<file path="src/rtl/arb_mux_pkg.sv">
// Shared constants and helpers for the N-way arbitrating multiplexer.
package arb_mux_pkg;

   // Arbitration modes, kept next to the other bus constants
   localparam int ARB_FIXED = 0;
   localparam int ARB_RR    = 1;

   // Width of a channel index; never narrower than one bit
   function automatic int srcWidth(input int n);
      return (n > 1) ? $clog2(n) : 1;
   endfunction

endpackage

</file>
<file path="src/rtl/arb_mux_rr_arbiter.sv">
// Combinational grant logic: fixed priority (lowest index) or round-robin
// starting just after the last granted channel.
module rr_arbiter
   import arb_mux_pkg::*;
#(
   parameter int  N     = 2,
   parameter int  ARB   = ARB_RR,
   localparam int SRC_W = srcWidth(N)
) (
   input  logic [N-1:0]     req,
   input  logic [SRC_W-1:0] ptr,
   input  logic             en,
   output logic [N-1:0]     gnt,
   output logic [SRC_W-1:0] gntIdx
);

   logic found;
   int   startIdx;
   int   cand;

   // Walk the channels in priority order and pick the first requester;
   // the one-hot grant is gated by en, the encoded index is not
   always_comb begin
      gnt      = '0;
      gntIdx   = '0;
      found    = 1'b0;
      cand     = 0;
      startIdx = (ARB == ARB_RR) ? int'(ptr) + 1 : 0;
      for (int k = 0; k < N; k++) begin
         cand = startIdx + k;
         if (cand >= N) begin
            cand = cand - N;
         end
         if (!found && req[cand]) begin
            found       = 1'b1;
            gnt[cand]   = en;
            gntIdx      = cand[SRC_W-1:0];
         end
      end
   end

endmodule

</file>
<file path="src/rtl/arb_mux.sv">
// Registered N-way arbitrating multiplexer: merges N valid/ready channels
// into one registered output channel.
module arb_mux
   import arb_mux_pkg::*;
#(
   parameter int  WIDTH = 32,
   parameter int  N     = 2,
   parameter int  ARB   = ARB_RR,
   localparam int SRC_W = srcWidth(N)
) (
   input  logic               clk,
   input  logic               rst,
   input  logic [N-1:0]       in_valid,
   input  logic [N*WIDTH-1:0] in_data,
   output logic [N-1:0]       in_ready,
   output logic               out_valid,
   output logic [WIDTH-1:0]   out_data,
   output logic [SRC_W-1:0]   out_src,
   input  logic               out_ready
);

   logic [N-1:0]     reqClean;
   logic             loadEn;
   logic             arbEn;
   logic [N-1:0]     gnt;
   logic [SRC_W-1:0] gntIdx;
   logic [WIDTH-1:0] selData;

   logic             outValid_q, outValid_d;
   logic [WIDTH-1:0] outData_q,  outData_d;
   logic [SRC_W-1:0] outSrc_q,   outSrc_d;
   logic [SRC_W-1:0] ptr_q,      ptr_d;

   // Only a solid 1 counts as a request; X/Z are treated as idle
   always_comb begin
      reqClean = '0;
      for (int i = 0; i < N; i++) begin
         reqClean[i] = (in_valid[i] === 1'b1);
      end
   end

   // The output register can take a new item when empty or being drained;
   // grants are suppressed entirely while reset is held
   always_comb begin
      loadEn = !outValid_q || out_ready;
      arbEn  = loadEn && !rst;
   end

   rr_arbiter #(
      .N   (N),
      .ARB (ARB)
   ) uArbiter (
      .req    (reqClean),
      .ptr    (ptr_q),
      .en     (arbEn),
      .gnt    (gnt),
      .gntIdx (gntIdx)
   );

   // AND-OR payload select so non-granted data can never leak through
   always_comb begin
      selData = '0;
      for (int i = 0; i < N; i++) begin
         selData = selData | (in_data[i*WIDTH +: WIDTH] & {WIDTH{gnt[i]}});
      end
   end

   // Next state: load the winner, go empty when drained with no requester,
   // otherwise hold the current item untouched
   always_comb begin
      outValid_d = outValid_q;
      outData_d  = outData_q;
      outSrc_d   = outSrc_q;
      ptr_d      = ptr_q;
      if (loadEn) begin
         if (|reqClean) begin
            outValid_d = 1'b1;
            outData_d  = selData;
            outSrc_d   = gntIdx;
            if (ARB == ARB_RR) begin
               ptr_d = gntIdx;
            end
         end else begin
            outValid_d = 1'b0;
         end
      end
   end

   // State registers; reset leaves channel 0 with first round-robin priority
   always_ff @(posedge clk or posedge rst) begin
      if (rst) begin
         outValid_q <= 1'b0;
         outData_q  <= '0;
         outSrc_q   <= '0;
         ptr_q      <= SRC_W'(N - 1);
      end else begin
         outValid_q <= outValid_d;
         outData_q  <= outData_d;
         outSrc_q   <= outSrc_d;
         ptr_q      <= ptr_d;
      end
   end

   assign in_ready  = gnt;
   assign out_valid = outValid_q;
   assign out_data  = outData_q;
   assign out_src   = outSrc_q;

endmodule

</file>
<file path="config.mk">
export PLATFORM = sky130hd
export DESIGN_NAME = arb_mux
export DESIGN_NICKNAME = d
export VERILOG_FILES = /design/src/rtl/arb_mux_pkg.sv /design/src/rtl/arb_mux_rr_arbiter.sv /design/src/rtl/arb_mux.sv
export SDC_FILE = /design/constraint.sdc
export NUM_CORES = 1
export LEC_CHECK = 0
export ABC_AREA = 1
export BUFFER_PORTS_ARGS = -buffer_cell sky130_fd_sc_hd__buf_2
export CORE_MARGIN = 8
export CORE_UTILIZATION = 29
export CTS_BUF_LIST = sky130_fd_sc_hd__clkbuf_8 sky130_fd_sc_hd__clkbuf_16
export CTS_CLUSTER_SIZE = 28
export DETAILED_ROUTE_END_ITERATION = 10
export SYNTH_ARGS = -nofsm -noshare
export SYNTH_HDL_FRONTEND = slang
export SYNTH_SLANG_ARGS = --single-unit
</file>
<file path="constraint.sdc">
create_clock -name clk -period 1.39 [get_ports clk]
set_input_delay 0 -clock clk [delete_from_list [all_inputs] [get_ports clk]]
set_output_delay 0 -clock clk [all_outputs]
set_load 0.02 [all_outputs]
</file>
==> results.env <==
DOMINANT_CELL_TYPE_BY_AREA_AFTER_SYNTHESIS='sky130_fd_sc_hd__dfrtp_1'
GLOBALROUTE.TOTALOVERFLOW=0
MOST_FREQUENT_STANDARD_CELL_IN_THE_LAYOUT_EXCLUDING_FILL_AND_TAP_CELLS='sky130_fd_sc_hd__buf_2'
DP.CELLS=367
DRT-VIAS-PER-INSTANCE=4.73
CRIT_START='ptr_q'
MEAN_CELL_AREA_OF_THE_MAPPED_NETLIST_UM2=8.87
PLACE.GP.CONGESTION=0.718
RUN_STATUS='complete, but fails checks'
SYN-NUM-NETS=266
TIMING.CRITICAL_PATH.MODE_CELL='sky130_fd_sc_hd__buf_6'
PLACE_AREA_MM2=0.00229
SETUP.WORST_PATH.END_CLASS='primary output'
FINAL_PERIOD_MINUS_WORST_SETUP_SLACK_PS=1470
SYNTH_LARGEST_TYPE_AREA_FRACTION_PCT=48.7
IO-PIN-COUNT=105
POWER.DENSITY_CELL_AREA_mW_PER_MM2=903
FINAL_HOLD_VIOL_COUNT=0
SYN-CELL-AREA_MM2=0.00175
CP.BUFFERS_INVERTERS=4
CLOCK_PATH_BUFFERS=2
INITIAL_UTILIZATION_PCT=29.7
REMAINING_DRC_ERRORS=0
DRIVE_GT1_SHARE_PCT=44.1
GRT_PASS1_VIAS=2303
N_ANTENNA_CELL=0
SYNTH_SEQ_CELLS=35
GRT_START_MAX_NET_PINS=36
POST-ROUTE-WORST-SETUP-SLACK_PS=-80.4
DIE_H_UM=93.6
DIE_AR_MM2=0.00877
ROUTE.ANTENNA.REMAINING_NETS=0
DP_HPWL_UM=3820
GRT_ANTENNA_BEFORE_REPAIR=0
WL_PER_CELL_UM=16.2
VIOLATED_CHECKS='negative setup slack'
POST_SYNTH_INST_COUNT=197
YOSYS.CELL_TYPES.COUNT=17
VDD_DROP_MAX_V=0.000417
MAX_STAGE_DELAY_PS=550
WORST_HOLD_SLACK_PS=63.6
GRT_PASS1_WL_UM=11300
SETUP_VIOL=4
DETAILROUTE.VIA_COUNT=2147
NUMCTSBUFFERS=5
WORSTPATHREQUIRED_PS=1390
FIRST_ITER_VIOLATIONS=64
GRT_USAGE_PCT=16.0
CRITPATHSLOWESTCELL='sky130_fd_sc_hd__dfstp_2'
CLK_LATENCY_PS=280
DIE_W_UM=93.6
WORSTPATHMAXFANOUT=2
FINAL_MAX_SLEW_VIOL_COUNT=0
TIGHTESTPINTRANSITION_PS=446
MAX_CLOCK_FREQ_MHz=680
GRT_SETUP_UNREPAIRED='true'
DESIGN.FINAL.NETS=449
CRIT_PATH_CELL_TRACE='buf_6, inv_4, a21oi_4, buf_12, and2_4, buf_6'
DEPTH_OF_THE_CTS_H_TREE=2
FINALINSTANCEAREA_MM2=0.00344
FINAL.PERIOD_UTILIZATION_PCT=106
TOTAL_LEAKAGE_POWER_uW=0.00177
YS_SEQ_AREA_SHARE_PCT=50.2
COMMONEST_CELLS_AFTER_ROUTING_FILL_AND_TAPS_ASIDE='sky130_fd_sc_hd__buf_2, sky130_fd_sc_hd__nand3_1, sky130_fd_sc_hd__dlygate4sd3_1, sky130_fd_sc_hd__nand2_1, sky130_fd_sc_hd__dfrtp_1'
WORST_EP_ARRIVAL_TIME_PS=1470
CTS_TREE='built'
FINCLKSKEW_PS=7.36
MAXCAPVIOLATIONS=0
TIMING.SETUP.CRITICAL_PATH_CLASS='reg -> out'
CRIT-REG2REG-LAUNCH='ptr_q'
DRT_PRE_ANTENNA_ITERS=4
NUMPORTBUFFERS=104
CRITPATHLAUNCHTYPE='flop'
CORE_REGION_AREA_MM2=0.00589
WIRELENGTH_UM=7360
WORSTHOLDSTART='out_ready'
YS_WARN_COUNT=0
LAYOUT-AREA-OVERHEAD-VS-SYNTH_PCT=97.1
PLACEMENTROWS=28
CPLARGESTDELAYFAMILY='flip-flops'
CELL_TYPES_WITH_THE_LARGEST_AREA_SHARE_AFTER_SYNTHESIS='sky130_fd_sc_hd__dfrtp_1, sky130_fd_sc_hd__nand3_1, sky130_fd_sc_hd__nand2_1'
WORST_HOLD_PATH_TYPE='in -> reg'
CELL_CHOSEN_FOR_THE_CLOCK_ROOT='sky130_fd_sc_hd__clkbuf_8'
TIMING.SLEW.HEADROOM_PCT=70.3
LAYOUTNONFILLERINSTCOUNT=454
CTS_NUM_SINKS=35
PATH_CLK_SLEW_PS=70
-- registers in the layout, summed over array words and instances (netlist names) --
| signal | cells |
|---|---|
| out_data | 32 |
| out_src | 1 |
| out_valid | 1 |
| ptr_q | 1 |
-- routing by layer --
metal  vias to the layer above  routed length [µm]  share of wire, %  global-route usage [%]
li1                       1050                   -                 -                       -
met1                      1010                3000                41                    18.6
met2                        81                3800                52                    28.6
met3                         6                 485               6.6                    4.25
met4                         0                  63              0.86                    3.43
met5                         -                   0                 0                       0
-- repair_timing --
item                       4_1_cts  5_1_grt
pin swaps                        4       13
hold buffers                    65        0
hold endpoints to repair        66        0
buffers inserted                 9        1
gates cloned                     3        3
resized for setup               11       34
setup endpoints to repair       36       30
-- kinds of logic (layout without fill, tap and decap cells) --
group / after synthesis / after routing / share of synthesized area [%]
simple gates: 137 / 137 / 36.9
flops: 35 / 35 / 50.2
buf+inv: 21 / 202 / 10.0
compound gates: 4 / 5 / 2.86
-- cell type report --
class | count | area, µm²
sequential | 35 | 877
timing repair buffer | 191 | 1490
clock inverter | 1 | 3.75
clock buffer | 5 | 68.8
multi-input combinational | 142 | 888
tap | 75 | 93.8
inverter | 5 | 21.3
fill | 484 | 2440
-- synthesized netlist by cell type, drive strengths merged --
cell / instances
a21oi: 3
nand3: 96
o21ai: 1
dfrtp: 34
inv: 5
buf: 14
nand2: 39
and2: 2
dfstp: 1
clkbuf: 2
-- power breakdown --
group	internal (µW)	switching [µW]	leakage (µW)
sequential	1170	78.2	0.000451
clock	326	323	0.0000413
combinational	566	653	0.00127
total	2060	1050	0.00177
-- worst register-to-register path, stage by stage (launching register included) --
cell and delay (ps):
sky130_fd_sc_hd__dfstp_2 550, sky130_fd_sc_hd__buf_6 100, sky130_fd_sc_hd__inv_4 30, sky130_fd_sc_hd__a21oi_4 150, sky130_fd_sc_hd__buf_6 180, sky130_fd_sc_hd__clkbuf_16 180
sky130_fd_sc_hd__nand3_2 80, sky130_fd_sc_hd__nand3_2 80
-- worst paths after layout --
path | endpoint | slack [ps] | cells after the start
min reg2reg | out_data[30] | 490 | 2
min in group asynchronous | out_valid | 390 | 4
min | out_valid | 60 | 4
max reg2reg | out_data[16] | -20 | 7
max in group asynchronous | ptr_q | 660 | 4
max | in_ready[0] | -80 | 6
-- metrics by stage --
step / setup slack, ps / setup TNS (ps) / power [µW] / utilization, %
2_1_floorplan: 192 / 0 / 1780 / -
5_1_grt: -130 / -1380 / 3280 / 58.5
6_report: -80.4 / -118 / 3110 / 58.5
4_1_cts: -100 / -140 / 3030 / 54.1
3_5_place_dp: -151 / -2710 / 2100 / 38.9
3_3_place_gp: -160 / -2600 / 2090 / 38.9
Power figures use the tool's default switching activity.
